**config.mk**
```make
export PLATFORM = sky130hd
export DESIGN_NAME = rv32i_pipe_ctrl
export DESIGN_NICKNAME = d
export VERILOG_FILES = /design/src/rtl/rv32i_pipe_ctrl.sv
export SDC_FILE = /design/constraint.sdc
export NUM_CORES = 1
export LEC_CHECK = 0
export ABC_CLOCK_PERIOD_IN_PS = 1600
export CAP_MARGIN = 10
export CORE_MARGIN = 2
export CORE_UTILIZATION = 30
export DETAILED_ROUTE_END_ITERATION = 16
export PLACE_DENSITY = 0.79
export SYNTH_ARGS = -nofsm -noshare
export SYNTH_HDL_FRONTEND = slang
export SYNTH_SLANG_ARGS = --single-unit
```
**constraint.sdc**
```tcl
create_clock -name clk -period 1.6 [get_ports clk]
set_input_delay 0.32 -clock clk [delete_from_list [all_inputs] [get_ports clk]]
set_output_delay 0.32 -clock clk [all_outputs]
set_load 0.005 [all_outputs]
```
**src/rtl/rv32i_pipe_ctrl.sv**
```systemverilog
// RV32I pipeline hazard controller: load-use stall, data-memory wait, branch redirect.
// Stall/flush/pc_sel are combinational from state and inputs; mem_err and the perf counters are registered.
// Define PIPE_CTRL_PERF_EN to build the stall_cycles / flush_count counters; otherwise both ports read 0.
module rv32i_pipe_ctrl (
   input  logic        clk,
   input  logic        rst,
   input  logic [4:0]  id_rs1_addr,
   input  logic [4:0]  id_rs2_addr,
   input  logic        id_rs1_used,
   input  logic        id_rs2_used,
   input  logic        ex_we,
   input  logic [4:0]  ex_waddr,
   input  logic        ex_memce,
   input  logic        ex_memwe,
   input  logic        ex_branch_taken,
   input  logic        mem_req,
   input  logic        mem_ready,
   output logic        stall_if,
   output logic        stall_id,
   output logic        stall_ex,
   output logic        stall_mem,
   output logic        flush_id,
   output logic        flush_ex,
   output logic        pc_sel,
   output logic        mem_err,
   output logic [1:0]  state,
   output logic [31:0] stall_cycles,
   output logic [31:0] flush_count
);

   typedef enum logic [1:0] {
      RUN     = 2'd0,
      LDUSE   = 2'd1,
      MEMWAIT = 2'd2,
      REDIR   = 2'd3
   } state_t;

   state_t     state_q;
   state_t     state_d;
   logic       redir_pend_q;
   logic       redir_pend_d;
   logic [7:0] wait_cnt_q;
   logic [7:0] wait_cnt_d;
   logic       mem_err_q;
   logic       timeout;

   logic       rs1_hit;
   logic       rs2_hit;
   logic       load_use;
   logic       memstall;

   // Only a load (read, with writeback to a non-zero register) creates a load-use hazard.
   assign rs1_hit  = id_rs1_used & (id_rs1_addr == ex_waddr);
   assign rs2_hit  = id_rs2_used & (id_rs2_addr == ex_waddr);
   assign load_use = ex_memce & ~ex_memwe & ex_we & (ex_waddr != 5'd0) & (rs1_hit | rs2_hit);
   assign memstall = mem_req & ~mem_ready;

   always_comb begin
      state_d      = state_q;
      redir_pend_d = redir_pend_q;
      wait_cnt_d   = wait_cnt_q;
      timeout      = 1'b0;
      stall_if     = 1'b0;
      stall_id     = 1'b0;
      stall_ex     = 1'b0;
      stall_mem    = 1'b0;
      flush_id     = 1'b0;
      flush_ex     = 1'b0;
      pc_sel       = 1'b0;

      if (!rst) begin
         unique case (state_q)
            RUN, LDUSE: begin
               if (memstall) begin
                  stall_if   = 1'b1;
                  stall_id   = 1'b1;
                  stall_ex   = 1'b1;
                  stall_mem  = 1'b1;
                  wait_cnt_d = 8'd0;
                  state_d    = MEMWAIT;
               end else if (ex_branch_taken) begin
                  pc_sel   = 1'b1;
                  flush_id = 1'b1;
                  flush_ex = 1'b1;
                  state_d  = REDIR;
               end else if (load_use) begin
                  stall_if = 1'b1;
                  stall_id = 1'b1;
                  flush_ex = 1'b1;
                  state_d  = LDUSE;
               end else begin
                  state_d = RUN;
               end
            end

            MEMWAIT: begin
               if (memstall && wait_cnt_q != 8'hFF) begin
                  stall_if   = 1'b1;
                  stall_id   = 1'b1;
                  stall_ex   = 1'b1;
                  stall_mem  = 1'b1;
                  wait_cnt_d = wait_cnt_q + 8'd1;
               end else begin
                  // Completion or timeout: release the pipe and resume any deferred redirect.
                  timeout = memstall;
                  if (redir_pend_q) begin
                     redir_pend_d = 1'b0;
                     state_d      = REDIR;
                  end else begin
                     state_d = RUN;
                  end
               end
            end

            REDIR: begin
               if (memstall) begin
                  stall_if     = 1'b1;
                  stall_id     = 1'b1;
                  stall_ex     = 1'b1;
                  stall_mem    = 1'b1;
                  redir_pend_d = 1'b1;
                  wait_cnt_d   = 8'd0;
                  state_d      = MEMWAIT;
               end else begin
                  flush_id = 1'b1;
                  state_d  = RUN;
               end
            end

            default: state_d = RUN;
         endcase
      end
   end

   always_ff @(posedge clk) begin
      if (rst) begin
         state_q      <= RUN;
         redir_pend_q <= 1'b0;
         wait_cnt_q   <= 8'd0;
         mem_err_q    <= 1'b0;
      end else begin
         state_q      <= state_d;
         redir_pend_q <= redir_pend_d;
         wait_cnt_q   <= wait_cnt_d;
         mem_err_q    <= timeout;
      end
   end

   assign state   = state_q;
   assign mem_err = mem_err_q;

`ifdef PIPE_CTRL_PERF_EN
   logic [31:0] stall_cycles_q;
   logic [31:0] flush_count_q;
   logic        enter_redir;

   assign enter_redir = ~rst & (state_d == REDIR) & (state_q != REDIR);

   always_ff @(posedge clk) begin
      if (rst) begin
         stall_cycles_q <= 32'd0;
         flush_count_q  <= 32'd0;
      end else begin
         if (stall_if && stall_cycles_q != 32'hFFFF_FFFF) begin
            stall_cycles_q <= stall_cycles_q + 32'd1;
         end
         if (enter_redir && flush_count_q != 32'hFFFF_FFFF) begin
            flush_count_q <= flush_count_q + 32'd1;
         end
      end
   end

   assign stall_cycles = stall_cycles_q;
   assign flush_count  = flush_count_q;
`else
   assign stall_cycles = 32'd0;
   assign flush_count  = 32'd0;
`endif

endmodule

```
## After elaboration in Yosys (flattened, before gate mapping)

Cells that the tools add are included.

| word-level totals | value |
|---|---|
| bits in registers | 12 |

| cells by class | value |
|---|---|
| $add $sub $neg | 1 |
| equal/unequal tests | 10 |
| muxes and demuxes | 33 |
| bitwise operators | 11 |
| reduce and logical (&&, ||, !) cells | 9 |

Operators by type and width:

| cell | count |
|---|---|
| two-way mux 1 bit | 20 |
| two-way mux 8 bit | 2 |
| one-hot mux 8 bit (2 select lines) | 1 |
| equality test 5 bit | 2 |
| two-way mux 2 bit | 5 |
| adder 8 x 1 -> 8 bit (second input constant) | 1 |
| != test 8 bit (second input constant) | 1 |
| AND 1 bit | 7 |
| != test 2 bit (second input constant) | 3 |
| one-hot mux 1 bit (2 select lines) | 3 |
| one-hot mux 2 bit (3 select lines) | 1 |
| OR reduction 3 bit | 2 |
| nonzero test 5 bit | 1 |
| equality test 2 bit (second input constant) | 2 |
| inverter 1 bit | 3 |
| one-hot mux 1 bit (3 select lines) | 1 |
| AND reduction 3 bit | 1 |
| equality test 2 x 1 -> 1 bit (second input constant) | 1 |
| logical NOT 2 bit | 1 |
| != test 2 x 1 -> 1 bit (second input constant) | 1 |
| AND reduction 2 bit | 1 |
| nonzero test 2 bit | 1 |
| OR reduction 2 bit | 1 |
| logical AND 1 bit | 1 |
| OR 1 bit | 1 |

## Depth between registers and ports, before layout

Gate-level depths: netlist (run 1).

| depth | value |
|---|---|
| depth in word-level cells | 10 |
| depth in mapped cells | 6 |
| gate-level depth less buffers | 5 |

## Worst setup path after synthesis (run 1)

No wires, ideal clock.

| timing | value |
|---|---|
| path kind | register to output |
| from | register wait_cnt_q[0] |
| to | output port stall_if |
| arrival | 1.428 ns |
| data required time | 1.280 ns |
| path slack | -0.148 ns |
| stages on the path, launching flop included | 7 |
| cells stage by stage | dfxtp_1 ha_1 nand4_1 nor3_2 nor3_1 o21bai_1 buf_4 |

| on the way | value |
|---|---|
| word-level cells in the longest chain between the ends | 5 |

Ends and longest elaborated chain:

| what | RTL line | source |
|---|---|---|
| from (decl) | 42 | `logic [7:0] wait_cnt_q;` |
| from (signal assigned) | 144 | `wait_cnt_q <= wait_cnt_d;` |
| != test 8 bit | 97 | `if (memstall && wait_cnt_q != 8'hFF) begin` |
| logical AND 1 bit | 97 |  |
| two-way mux 1 bit | - |  |
| one-hot mux 1 bit (3 select lines) | - |  |
| two-way mux 1 bit | - |  |
| to (decl) | 18 | `output logic stall_if,` |

Every way passes these cells.

## Final worst setup path (run 1)

| timing | value |
|---|---|
| from | register wait_cnt_q[0] |
| to | output port stall_if |

| on the way | value |
|---|---|
| word-level cells in the longest chain between the ends | 5 |

Ends and longest elaborated chain:

| what | RTL line | source |
|---|---|---|
| != test 8 bit | 97 |  |
| logical AND 1 bit | 97 |  |
| two-way mux 1 bit | 97 |  |
| one-hot mux 1 bit (3 select lines) | 72 | `unique case (state_q)` |
| two-way mux 1 bit | 71 | `if (!rst) begin` |

Every way passes these cells.

==> results of run 1 <==
cell usage in the layout, fill, tap and decap left out, types with 3 or more instances in the layout:
| master | Yosys | final |
|---|---|---|
| dlymetal6s2s_1 | 0 | 3 |
| o21ai_0 | 6 | 4 |
| a21oi_1 | 10 | 10 |
| clkbuf_8 | 0 | 4 |
| nor3_1 | 5 | 3 |
| buf_6 | 0 | 5 |
| xor2_1 | 8 | 3 |
| dlygate4sd2_1 | 0 | 4 |
| buf_2 | 3 | 8 |
| nor2_1 | 4 | 4 |
| a31oi_1 | 4 | 4 |
| dfxtp_1 | 12 | 8 |
| conb_1 | 1 | 64 |
| buf_4 | 66 | 41 |
| clkdlybuf4s50_1 | 0 | 7 |
| nand2_1 | 5 | 5 |
| clkbuf_2 | 0 | 5 |
| xor2_2 | 0 | 4 |
| dfxtp_2 | 0 | 3 |
how the worst min path moves through the flow:
stage | to | startpoint | cells past startpoint
floorplan | wait_cnt_q[1] | wait_cnt_q[1] | 2
global placement | state[1] | redir_pend_q | 2
detailed placement | state[1] | redir_pend_q | 2
CTS | state[1] | redir_pend_q | 2
global route | state[1] | redir_pend_q | 2
finish | state[1] | redir_pend_q | 2
worst register-to-register path: stages, from the launching register on:
cell,delay [ns]
dfxtp_2,0.35
ha_4,0.15
nand4_1,0.17
buf_4,0.20
buf_4,0.14
o21ai_1,0.20
a21bo_2,0.16
a21oi_1,0.05
kinds of logic (layout without fill, tap and decap cells):
kind of cell    count (synthesis)  in the layout  share of synthesized area
compound gates                 36             36                      0.179
xor+xnor                       10             10                     0.0645
fa+ha+maj                       1              1                    0.00921
buf+inv                        72             81                      0.384
flops                          12             12                      0.177
other cells                     1             64                    0.00276
simple gates                   39             39                      0.184
layer usage:
layer / part of all wire / vias up / track usage
met4: 0.0094 / 0 / 0.0377
met5: 0 / - / 0
li1: - / 607 / -
met3: 0.053 / 4 / 0.0352
met1: 0.38 / 587 / 0.144
met2: 0.56 / 58 / 0.249
stage by stage:
step                hold WS [ns]  setup TNS (ns)
detailed placement         0.526           -6.44
global route               0.565           -1.67
global placement           0.521           -6.06
floorplan                  0.487               0
CTS                        0.524           -1.68
finish                     0.519           -1.34
report_power, final:
part           leakage, uW  switching, uW  total (uW)  internal, uW
clock network    0.0000288            122         339           218
logic             0.000824            152         301           150
registers        0.0000991           7.56         312           304
total             0.000952            281         953           672
synth_stat cells (2+ instances only):
cell,instances,share of area
buf_4,66,0.36
dfxtp_1,12,0.18
a21oi_1,10,0.037
xor2_1,8,0.052
o21ai_0,6,0.022
nand2_1,5,0.014
nor3_1,5,0.018
a31oi_1,4,0.018
nor2_1,4,0.011
buf_2,3,0.011
clkbuf_1,3,0.0083
nand3_1,3,0.011
nor4_1,3,0.014
o21bai_1,3,0.017
a211oi_1,2,0.011
a41oi_1,2,0.013
nand2b_1,2,0.0092
nand3b_1,2,0.011
nand4_1,2,0.0092
nand4b_1,2,0.013
nor4b_1,2,0.013
xnor2_1,2,0.013
layout make-up:
cell class / count / area (sq um)
fillers: 423 / 2370
repair buffers: 77 / 618
well taps: 52 / 65.1
multi-input cells: 150 / 1000
clock buffers: 4 / 55.1
flip-flops and latches: 12 / 248
sequential cells by signal (all words and copies together) (netlist names):
name	count
mem_err	1
state	2
wait_cnt_q	8
redir_pend_q	1
what timing repair did:
action,4_1_cts,5_1_grt
resized for setup,70,41
setup endpoints to repair,9,11
buffers inserted,9,3
pin swaps,8,13
cloned,0,0
==> metrics.txt, run 1 <==
# H-tree levels=1; status=complete, but fails checks; RR Startpoint=wait_cnt_q[0]; critical path's most frequent cell=nor3_4; unrepaired setup endpoints after global routing=yes; EDFF count, synth=0; fin worst setup slack=-0.350 ns; gr usage total=0.132; Overflow after GRT=0; I/O pins=99; Layout area overhead=46.1%; share of post-route cells with drive strength above 1=0.387; Fmax=513 MHz; fin area=1990 sq um; pwr dens=480 nW/um^2; Synth Flop Type=dfxtp_1; clock skew=0.00136 ns; Detailed Place HPWL=2650 microns; Critical-path top delay cell=dfxtp_2; Pwr Total=953 uW; count of unique library cells instantiated by Yosys=42; DRC Markers=0; DP Area=1740 sq um; Critical path destination=stall_if; Crit path depth=7; CP top delay family=simple AND/OR/NAND/NOR gates; port bufs=34; Hold WC Path Type=reg2reg; ant diodes=0; Post-CTS Hold Buffers=0; antenna-violating nets left=0; initial antenna violation count=0; worst skew pair latency=0.24 ns; Setup crit start kind=flop; worst setup path startpoint=wait_cnt_q[0]; Syn Std Cell Area=1360 sq um; R2R setup slack=0.08 ns; placeable core area=4350 sq um; Die Y=71.3 microns; crit path time final=1.95 ns; worst-path cell chain=ha_4 -> nand4_1 -> nor3_4 -> nor3_4 -> buf_4 -> o21bai_4 -> buf_2; CP Capture Type=output port; Tcrit/Tclk final=1.22; Final setup viols=5; Clock Sinks=12; Worst R2R Path Depth=7; Mapped Cells=171; worst-path fanout max=2; Bufs on Longest Clock Path=2; clock slew at the register clock pins of the worst setup and hold paths=0.05 ns; via count=1256; drt pass-1 iters=4; failing checks=negative setup slack; Total Wirelength=3600 microns; CTS tree=done; post-synthesis sequential area ratio=0.177; fraction of registers with async set/reset=0; DP Worst Slack=-0.908 ns; via/cell ratio=4.26; Yosys reg bits=12; Die ar.=5080 sq um; dpl cells=279; Die Span X=71.3 microns; TritonCTS Buffers=3; Max-Cap Viols=0; Post-Layout Cell Count=295; CP Class=reg2out; yosys synthesis warning count=0; maximum vdd drop=348 uV; Avg Cell Area, Syn=7.95 sq um; fin nets=270; max incr delay on CP=0.35 ns; Core Rows=24; crit path DAT=1.63 ns; Root Buffer=clkbuf_8; routability cong.=0.840; via count of the first global-routing pass=1111; reg-to-reg critical path endpoint=redir_pend_q; 1st-iter DRT viols=33; fin. max-slew vios=0; leak pwr=0.000952 uW; largest net degree at the start of global routing=10; buffer and inverter count on the worst path=2; CP Data Required Time=1.28 ns; Util after Layout=0.456; Starting Density=0.312; first-pass GRT wire length=5260 microns; WL/cell=12.2 microns; Final Hold Violating Endpoints=0
Power figures use the tool's default switching activity.
==> run 2: changes to the inputs <==
--- a/config.mk
+++ b/config.mk
@@ -5,12 +5,13 @@
 export SDC_FILE = /design/constraint.sdc
 export NUM_CORES = 1
 export LEC_CHECK = 0
-export ABC_CLOCK_PERIOD_IN_PS = 1600
+export ABC_CLOCK_PERIOD_IN_PS = 2400
 export CAP_MARGIN = 10
 export CORE_MARGIN = 2
 export CORE_UTILIZATION = 30
 export DETAILED_ROUTE_END_ITERATION = 16
-export PLACE_DENSITY = 0.79
+export PLACE_DENSITY = 0.77
+export REMOVE_ABC_BUFFERS = 1
 export SYNTH_ARGS = -nofsm -noshare
 export SYNTH_HDL_FRONTEND = slang
 export SYNTH_SLANG_ARGS = --single-unit
==> constraint.sdc (replaced) <==
create_clock -name clk -period 2.4 [get_ports clk]
set_input_delay 0.48 -clock clk [delete_from_list [all_inputs] [get_ports clk]]
set_output_delay 0.48 -clock clk [all_outputs]
set_load 0.005 [all_outputs]
==> metrics.txt, run 2 (same netlist as run 1, synthesis figures left out) <==
status=complete, no violations; Layout area overhead=26.8%; Final Hold Violating Endpoints=0; Post-CTS Hold Buffers=0; Die Span X=71.3 microns; most common cell after layout, fill and taps aside=conb_1; drt pass-1 iters=4; Biggest register=wait_cnt_q; placeable core area=4350 sq um; Starting Density=0.312; fin worst setup slack=0.0166 ns; DP Worst Slack=-0.457 ns; Hold WC Path Type=reg2reg; Die ar.=5080 sq um; maximum vdd drop=282 uV; routability cong.=0.942; TritonCTS Buffers=3; fin area=1720 sq um; Final setup viols=0; CP Capture Type=output port; gr usage total=0.113; fin. max-slew vios=0; hold depth=2; commonest non-fill, non-tap cells in the layout=conb_1 (64), buf_4 (18), clkdlybuf4s50_1 (12), dlygate4sd2_1 (12), a21oi_1 (10); antenna-violating nets left=0; Fmax=420 MHz; first-pass GRT wire length=4650 microns; multi-input logic area=913 sq um; Max-Cap Viols=0; worst-path fanout max=2; via count=1165; DRC Markers=0; largest net degree at the start of global routing=15; Detailed Place HPWL=2310 microns; CTS tree=done; ant diodes=0; Worst Hold End=wait_cnt_q[1]; share of post-route cells with drive strength above 1=0.225; fin nets=245; WL/cell=11.9 microns; reg-to-reg critical path endpoint=redir_pend_q; Setup crit start kind=input pin; Met2 Routed Length=1740 microns; Tcrit/Tclk final=0.993; via count of the first global-routing pass=991; Util after Layout=0.396; via/cell ratio=4.31; DP Area=1560 sq um; met3 wire len=205 microns; Hold Crit Start=wait_cnt_q[1]; I/O pins=99; Die Y=71.3 microns; Total Wirelength=3210 microns; R2R setup slack=0.88 ns; max reg flops=8; storage element area=249 sq um; port bufs=34; dpl cells=259; 1st-iter DRT viols=30; clock skew=0.00431 ns; # H-tree levels=1; crit path time final=2.38 ns; Clock Sinks=12; Bufs on Longest Clock Path=2; RR Startpoint=wait_cnt_q[1]; routed length on met1=1220 microns; Top Layer Used=met4; Overflow after GRT=0; pwr dens=342 nW/um^2; initial antenna violation count=0; Worst R2R Path Depth=6; leak pwr=0.000818 uW; Core Rows=24; Root Buffer=clkbuf_8; Post-Layout Cell Count=270; CP Class=in2out; clock slew at the register clock pins of the worst setup and hold paths=0.05 ns; crit path DAT=1.90 ns; CP Data Required Time=1.92 ns; worst skew pair latency=0.24 ns; fill cell total of the finished layout=461; Total Neg Setup Slack=0 ns
-- run 2: changes by cell type in the layout (fill, tap and decap cells not counted), sizes merged --
cell / change
dlymetal6s2s: +1
clkdlybuf4s50: +5
dlygate4sd2: +8
buf: -34
clkdlybuf4s15: -3
clkbuf: -2
-- run 2: worst max-delay path, cell delays in order --
cell and delay (ns):
dlygate4sd2_1 0.25, xor2_1 0.15, nor4_2 0.32, a32oi_2 0.18, buf_4 0.18, o21bai_4 0.12, buf_4 0.12, buf_2 0.10
-- run 2: what timing repair did --
action | 4_1_cts | 5_1_grt
pin swaps | 6 | 7
setup buffers | 4 | 3
gates resized for setup | 33 | 22
endpoints found under the setup margin | 7 | 5
-- run 2: where the power goes --
group          internal, uW  switching, uW
clock                   145           75.5
sequential              201           5.84
combinational          77.0           84.8
-- run 2: final cells by class --
| type | instances | share of cell area |
|---|---|---|
| Tap cell | 52 | 0.0378 |
| Sequential cell | 12 | 0.145 |
| Timing Repair Buffer | 52 | 0.256 |
| Clock buffer | 4 | 0.0320 |
| Multi-Input combinational cell | 150 | 0.530 |
-- run 2: metal layers --
| layer | vias to the layer above | GRT usage |
|---|---|---|
| li1 | 566 | - |
| met3 | 6 | 0.0323 |
| met2 | 48 | 0.197 |
| met4 | 0 | 0.0252 |
| met5 | - | 0 |
| met1 | 545 | 0.138 |
-- run 2: worst max-delay path by stage --
stage	from	end	slack [ns]	cells after the start
2_1_floorplan	wait_cnt_q[0]	stall_id	0.60	5
3_3_place_gp	ex_waddr[3]	stall_if	-0.39	6
3_5_place_dp	ex_waddr[3]	stall_if	-0.46	6
4_1_cts	id_rs2_addr[4]	stall_id	0.005	8
5_1_grt	id_rs1_addr[1]	stall_id	-0.03	8
6_report	id_rs1_addr[1]	stall_id	0.02	8
-- run 2: stage by stage --
step                hold slack [ns]  total power (uW)
detailed placement            0.512               368
global route                  0.561               623
finish                        0.541               589
global placement              0.503               365
CTS                           0.525               588
floorplan                     0.473               278
